## src/rtl/alu_seq.sv

```systemverilog
`default_nettype none
// ============================================================================
// alu_seq : WIDTH-bit ALU with Start/Busy/Done handshake and iterative MUL/DIV
// Revision : 1.0
// ============================================================================

module alu_seq #(
    parameter int WIDTH = 32
) (
    input  logic             Clk,
    input  logic             Reset,
    input  logic             Start,
    input  logic [WIDTH-1:0] A,
    input  logic [WIDTH-1:0] B,
    input  logic [3:0]       Op,
    output logic [WIDTH-1:0] Out,
    output logic             Zero,
    output logic             Carry,
    output logic             Overflow,
    output logic             Err,
    output logic             Busy,
    output logic             Done
);
    localparam int             SHW       = $clog2(WIDTH);
    localparam logic [SHW-1:0] LAST_ITER = SHW'(WIDTH - 1);

    localparam logic [3:0] OP_AND  = 4'd0;
    localparam logic [3:0] OP_OR   = 4'd1;
    localparam logic [3:0] OP_ADD  = 4'd2;
    localparam logic [3:0] OP_SUB  = 4'd3;
    localparam logic [3:0] OP_XOR  = 4'd4;
    localparam logic [3:0] OP_NOR  = 4'd5;
    localparam logic [3:0] OP_SLT  = 4'd6;
    localparam logic [3:0] OP_SLL  = 4'd7;
    localparam logic [3:0] OP_SRL  = 4'd8;
    localparam logic [3:0] OP_SRA  = 4'd9;
    localparam logic [3:0] OP_MUL  = 4'd10;
    localparam logic [3:0] OP_DIVU = 4'd11;
    localparam logic [3:0] OP_REMU = 4'd12;

    typedef enum logic [1:0] {
        S_IDLE = 2'd0,
        S_RUN  = 2'd1,
        S_DONE = 2'd2
    } state_t;

    state_t           state_q, state_d;
    logic [SHW-1:0]   cnt_q, cnt_d;
    logic [3:0]       op_q, op_d;
    logic [WIDTH-1:0] acc_q, acc_d;
    logic [WIDTH-1:0] x_q, x_d;
    logic [WIDTH-1:0] y_q, y_d;
    logic             divz_q, divz_d;
    logic [WIDTH-1:0] out_q, out_d;
    logic             zero_q, zero_d;
    logic             carry_q, carry_d;
    logic             ovf_q, ovf_d;
    logic             err_q, err_d;
    logic             done_q, done_d;

    // Single-cycle datapath
    logic [WIDTH:0]   w_add, w_sub;
    logic             w_bneg_msb;
    logic [SHW-1:0]   w_shamt;
    logic             w_is_multi;
    logic [WIDTH-1:0] w_sc_out;
    logic             w_sc_carry, w_sc_ovf, w_sc_err;

    assign w_add   = {1'b0, A} + {1'b0, B};
    assign w_sub   = {1'b0, A} + {1'b0, ~B} + {{WIDTH{1'b0}}, 1'b1};
    // MSB of ~B+1: flips B's MSB unless the low bits are all zero
    assign w_bneg_msb = (B[WIDTH-2:0] == '0) ? B[WIDTH-1] : ~B[WIDTH-1];
    assign w_shamt    = B[SHW-1:0];
    assign w_is_multi = (Op == OP_MUL) || (Op == OP_DIVU) || (Op == OP_REMU);

    always_comb begin
        w_sc_out   = '0;
        w_sc_carry = 1'b0;
        w_sc_ovf   = 1'b0;
        w_sc_err   = 1'b0;
        case (Op)
            OP_AND: w_sc_out = A & B;
            OP_OR:  w_sc_out = A | B;
            OP_ADD: begin
                w_sc_out   = w_add[WIDTH-1:0];
                w_sc_carry = w_add[WIDTH];
                w_sc_ovf   = (A[WIDTH-1] == B[WIDTH-1]) && (w_add[WIDTH-1] != A[WIDTH-1]);
            end
            OP_SUB: begin
                w_sc_out   = w_sub[WIDTH-1:0];
                w_sc_carry = w_sub[WIDTH];
                w_sc_ovf   = (A[WIDTH-1] == w_bneg_msb) && (w_sub[WIDTH-1] != A[WIDTH-1]);
            end
            OP_XOR: w_sc_out = A ^ B;
            OP_NOR: w_sc_out = ~(A | B);
            OP_SLT: w_sc_out = {{(WIDTH-1){1'b0}}, ($signed(A) < $signed(B))};
            OP_SLL: w_sc_out = A << w_shamt;
            OP_SRL: w_sc_out = A >> w_shamt;
            OP_SRA: w_sc_out = $unsigned($signed(A) >>> w_shamt);
            OP_MUL, OP_DIVU, OP_REMU: w_sc_out = '0;
            default: w_sc_err = 1'b1;
        endcase
    end

    // Iteration datapath: acc = product / partial remainder,
    // x = shifted multiplicand / dividend-then-quotient, y = multiplier / divisor
    logic [WIDTH-1:0] w_mul_acc;
    logic [WIDTH:0]   w_div_sh, w_div_diff;
    logic             w_div_ge;
    logic [WIDTH-1:0] w_rem_nxt, w_quo_nxt, w_seq_res;

    assign w_mul_acc  = acc_q + (y_q[0] ? x_q : '0);
    assign w_div_sh   = {acc_q, x_q[WIDTH-1]};
    assign w_div_diff = w_div_sh - {1'b0, y_q};
    // A zero divisor always "fits": quotient becomes all-ones, remainder collects A
    assign w_div_ge   = divz_q || !w_div_diff[WIDTH];
    assign w_rem_nxt  = w_div_ge ? w_div_diff[WIDTH-1:0] : w_div_sh[WIDTH-1:0];
    assign w_quo_nxt  = {x_q[WIDTH-2:0], w_div_ge};
    assign w_seq_res  = (op_q == OP_MUL)  ? w_mul_acc :
                        (op_q == OP_DIVU) ? w_quo_nxt : w_rem_nxt;

    always_comb begin
        state_d = state_q;
        cnt_d   = cnt_q;
        op_d    = op_q;
        acc_d   = acc_q;
        x_d     = x_q;
        y_d     = y_q;
        divz_d  = divz_q;
        out_d   = out_q;
        zero_d  = zero_q;
        carry_d = carry_q;
        ovf_d   = ovf_q;
        err_d   = err_q;
        done_d  = 1'b0;
        case (state_q)
            S_IDLE, S_DONE: begin
                state_d = S_IDLE;
                if (Start) begin
                    if (w_is_multi) begin
                        op_d    = Op;
                        acc_d   = '0;
                        x_d     = A;
                        y_d     = B;
                        divz_d  = (B == '0);
                        cnt_d   = '0;
                        state_d = S_RUN;
                    end else begin
                        out_d   = w_sc_out;
                        zero_d  = (w_sc_out == '0);
                        carry_d = w_sc_carry;
                        ovf_d   = w_sc_ovf;
                        err_d   = w_sc_err;
                        done_d  = 1'b1;
                    end
                end
            end
            S_RUN: begin
                cnt_d = cnt_q + SHW'(1);
                if (op_q == OP_MUL) begin
                    acc_d = w_mul_acc;
                    x_d   = x_q << 1;
                    y_d   = y_q >> 1;
                end else begin
                    acc_d = w_rem_nxt;
                    x_d   = w_quo_nxt;
                end
                if (cnt_q == LAST_ITER) begin
                    out_d   = w_seq_res;
                    zero_d  = (w_seq_res == '0);
                    carry_d = 1'b0;
                    ovf_d   = 1'b0;
                    err_d   = (op_q != OP_MUL) && divz_q;
                    done_d  = 1'b1;
                    state_d = S_DONE;
                end
            end
            default: state_d = S_IDLE;
        endcase
    end

    always_ff @(posedge Clk or negedge Reset) begin
        if (!Reset) begin
            state_q <= S_IDLE;
            cnt_q   <= '0;
            op_q    <= '0;
            acc_q   <= '0;
            x_q     <= '0;
            y_q     <= '0;
            divz_q  <= 1'b0;
            out_q   <= '0;
            zero_q  <= 1'b1;
            carry_q <= 1'b0;
            ovf_q   <= 1'b0;
            err_q   <= 1'b0;
            done_q  <= 1'b0;
        end else begin
            state_q <= state_d;
            cnt_q   <= cnt_d;
            op_q    <= op_d;
            acc_q   <= acc_d;
            x_q     <= x_d;
            y_q     <= y_d;
            divz_q  <= divz_d;
            out_q   <= out_d;
            zero_q  <= zero_d;
            carry_q <= carry_d;
            ovf_q   <= ovf_d;
            err_q   <= err_d;
            done_q  <= done_d;
        end
    end

    assign Out      = out_q;
    assign Zero     = zero_q;
    assign Carry    = carry_q;
    assign Overflow = ovf_q;
    assign Err      = err_q;
    assign Busy     = (state_q == S_RUN);
    assign Done     = done_q;

endmodule

`default_nettype wire

```

## config.mk

```make
export PLATFORM = sky130hd
export DESIGN_NAME = alu_seq
export DESIGN_NICKNAME = d
export VERILOG_FILES = /design/src/rtl/alu_seq.sv
export SDC_FILE = /design/constraint.sdc
export NUM_CORES = 1
export LEC_CHECK = 0
export ABC_AREA = 1
export CAP_MARGIN = 20
export CORE_MARGIN = 5
export CORE_UTILIZATION = 38
export CTS_BUF_LIST = sky130_fd_sc_hd__clkbuf_16
export DETAILED_ROUTE_END_ITERATION = 8
export DONT_BUFFER_PORTS = 1
export SLEW_MARGIN = 25
export SYNTH_ARGS = -nofsm -noshare
export SYNTH_HDL_FRONTEND = slang
export SYNTH_SLANG_ARGS = --single-unit
```

## constraint.sdc

```tcl
create_clock -name Clk -period 4.6 [get_ports Clk]
set_input_delay 0.69 -clock Clk [delete_from_list [all_inputs] [get_ports Clk]]
set_output_delay 0.69 -clock Clk [all_outputs]
set_load 0.01 [all_outputs]
```

==> out/summary.md <==
## Synth
- post-synth design cell area: 0.0216 mm²
- most numerous cell types in the synthesized netlist: 1097 x nand2_1, 438 x inv_1, 425 x nand3_1
- Post-Syn Area per Cell: 5.72 µm²
- EDFF count, synth: 0
- Synth cell types: 56
- post-synth top area share: 19.1%
- Yosys warnings: 0
- cell type with the largest total area after synthesis: nand2_1
- Cells after Synth: 3778
- flop and latch count out of synthesis: 145
- fraction of registers with async set/reset: 100%
- Synth Net Count: 4027
- primary flip-flop cell chosen by synthesis mapping: dfrtp_1
- Synth area leaders: nand2_1 19%, dfrtp_1 17%, ha_1 10%
- sequential cell area fraction in the yosys report: 16.8%
- library cell with the highest instance count after synthesis: nand2_1

## Pwr
- Leakage: 11.6 nW
- Tot Pwr: 14.9 mW
- power density relative to cell area: 654 mW/mm²
- cell-internal power: 5.95 mW
- net switching power: 8.98 mW
- portion of total power attributed to combinational logic: 72.6%
- worst IR drop on VDD: 0.000332 V
- share of power burned in registers: 17.6%
- power share of the clock group: 9.8%
- switching part of the total power: 60.2%

## Setup path
- Worst R2R Setup Slack: 490 ps
- worst reg2reg path startpoint: x_q[31]
- critical path endpoint category: register
- Reg2Reg Depth: 19
- category of the critical setup timing path: register to register
- CP required: 4900 ps
- crit start category: register
- worst flop-to-flop path endpoint: Out[21]
- Max FO, Critical Path: 21
- signal arrival time at the worst endpoint: 4410 ps

## Floorplan
- die height: 248 µm
- IO Count: 109
- Die ar.: 0.0617 mm²
- initial core utilization: 38.3%
- die width: 248 µm
- cell row count: 87
- core region area: 0.0564 mm²

## Detailed routing
- Final Routed Wirelength: 113000 µm
- TritonRoute pass-1 iters: 6
- Remaining DRCs: 0
- routed vias: 26339
- average routed wire per standard cell: 25.3 µm
- Routed Antenna Nets: 0
- average vias per placed instance: 5.92
- drt initial violations: 3309

## CTS
- clock-pin slew of the registers on the worst-case setup and hold paths: 70 ps
- clk buf depth: 2
- number of cells upsized or downsized after cts: 0
- cell at the root of the clock tree: clkbuf_16
- TritonCTS clock tree: yes
- clock latency on the worst-skew pair: 460 ps
- Num CTS Buffers: 17
- level count of the clock H-tree: 4
- Clock Sink Count: 145

## STA
- max-slew violation total from the final report: 0
- final number of hold-violating endpoints: 0
- RSZ-0062 raised after global routing: false
- period utilization: 89.3%
- final critical delay including setup and external delays: 4110 ps
- setup-violating endpoint count in the final report: 0
- TNS Setup: 0 ps
- clock tree skew after final layout: 13.6 ps
- remaining max-slew budget at the tightest pin: 19.7%
- Tightest Pin Transition: 1190 ps
- maximum clock rate: 0.243 GHz

## Layout
- count of filler cells inserted in the layout: 6406
- Post-layout nets: 3929
- synthesis-to-finish area growth: 5.75%
- Non-Filler Instances: 4451
- proportion of layout cells with a drive suffix above 1: 3.93%

## Job
- max-cap check violation count: 0

## Run status
- run status: finished, final reports clean

## Global route
- vias in the first global route: 24241
- GRT Resource Usage Total: 34.5%
- wire length of the first global-routing pass: 162000 µm
- Remaining Overflow, GRT: 0
- initial antenna violation count: 3
- pin count of the biggest net entering global routing: 145

## Placement
- last weighted congestion value of the routability-driven placer: 1.09
- # placed instances: 4416
- port bufs: 0
- sum of net half-perimeters after detailed placement: 90700 µm

## Min path
- Worst Hold Class: primary input to async pin

==> what timing repair did <==
action	CTS	global route
buffers inserted	0	0
hold endpoints to repair	144	0
endpoints found under the setup margin	0	0
hold buffers	1	0
==> power by group through the flow <==
stage	sequential, mW	clock [mW]	combinational [mW]
detailed placement	2.63	0	10.4
CTS	2.61	1.47	10.5
floorplan	2.28	0	7.45
finish	2.62	1.47	10.8
global placement	2.62	0	10.4
global route	2.65	1.51	11.9
==> metrics by stage <==
| stage | cell area (µm²) | hold slack (ps) | util [%] | setup WS [ps] |
|---|---|---|---|---|
| floorplan | 21600 | 394 | - | 1070 |
| global placement | 22200 | 401 | 39.4 | 721 |
| detailed placement | 22200 | 401 | 39.4 | 693 |
| CTS | 22800 | 55.4 | 40.5 | 713 |
| global route | 22800 | 54.8 | 40.5 | 288 |
| finish | 22800 | 64.5 | 40.5 | 491 |
==> worst max-delay path: stages (launching register included) <==
cell	delay, ps
dfrtp_1	360
inv_1	80
ha_1	230
fa_1	420
inv_1	70
nand2_1	50
nand2_1	220
nand3_2	140
nand2_2	120
nand2_2	70
nand2_4	80
nand2_2	70
nand3_2	80
nand3_2	420
nand3_1	230
nand2_1	90
nand2_1	70
nand2_1	70
o21ai_0	920
o21ai_0	160
==> cells by family after synthesis <==
kind of cell / share of synthesized area (%)
compound gates: 20.5
xor+xnor: 0.973
fa+ha+maj: 10.5
buf+inv: 11.3
flops: 16.8
simple gates: 40.0
==> sequential cells by signal, summed over array words and instances, names as in the netlist <==
name,cells
x_q,32
op_q,4
Out,32
cnt_q,5
y_q,32
state_q,2
Carry,1
Zero,1
Err,1
acc_q,32
divz_q,1
Overflow,1
Done,1
==> layer usage <==
| layer | track usage, % | vias to the layer above | part of all wire, % |
|---|---|---|---|
| met3 | 6.81 | 385 | 9.7 |
| met5 | 0 | - | 0.012 |
| met2 | 53.2 | 1563 | 43 |
| li1 | - | 12345 | - |
| met1 | 42.9 | 12044 | 38 |
| met4 | 24.9 | 2 | 9.2 |
==> final cells by class <==
type / instances / area, µm² / area share [%]
sequential: 145 / 3630 / 15.9
antenna: 2 / 5.00 / 0.0219
clock buffer: 17 / 425 / 1.86
timing repair buffer: 47 / 385 / 1.69
clock inverter: 15 / 166 / 0.729
tap: 756 / 946 / 4.14
inverter: 456 / 1710 / 7.49
multi-input combinational: 3013 / 15600 / 68.2
==> cell usage in the layout, fill, tap and decap left out, types with 15 or more instances in the layout <==
master	netlist	final
xor2_1	18	18
nand2_1	1097	1097
o21a_1	19	19
ha_1	174	174
nand4_1	56	56
o21ai_0	304	304
nor2_1	339	336
o211ai_1	47	47
a21oi_1	260	260
a22oi_1	25	25
nand3_1	425	425
inv_1	438	436
inv_2	17	19
nand3b_1	15	15
a21boi_0	21	21
buf_4	3	45
o21ai_1	17	17
clkbuf_16	0	17
nor3_1	41	41
dfrtp_1	144	144
==> how the worst max path moves through the flow <==
stage             from       to  slack [ps]  cells after the start
2_1_floorplan     B[4]     Zero        1070                     24
3_3_place_gp      A[0]     Zero         720                     22
4_1_cts        x_q[31]  Out[21]         710                     19
5_1_grt        x_q[31]     Zero         290                     22
3_5_place_dp      A[0]     Zero         690                     22
6_report       x_q[31]  Out[21]         490                     19
(Power assumes the default switching activity.)
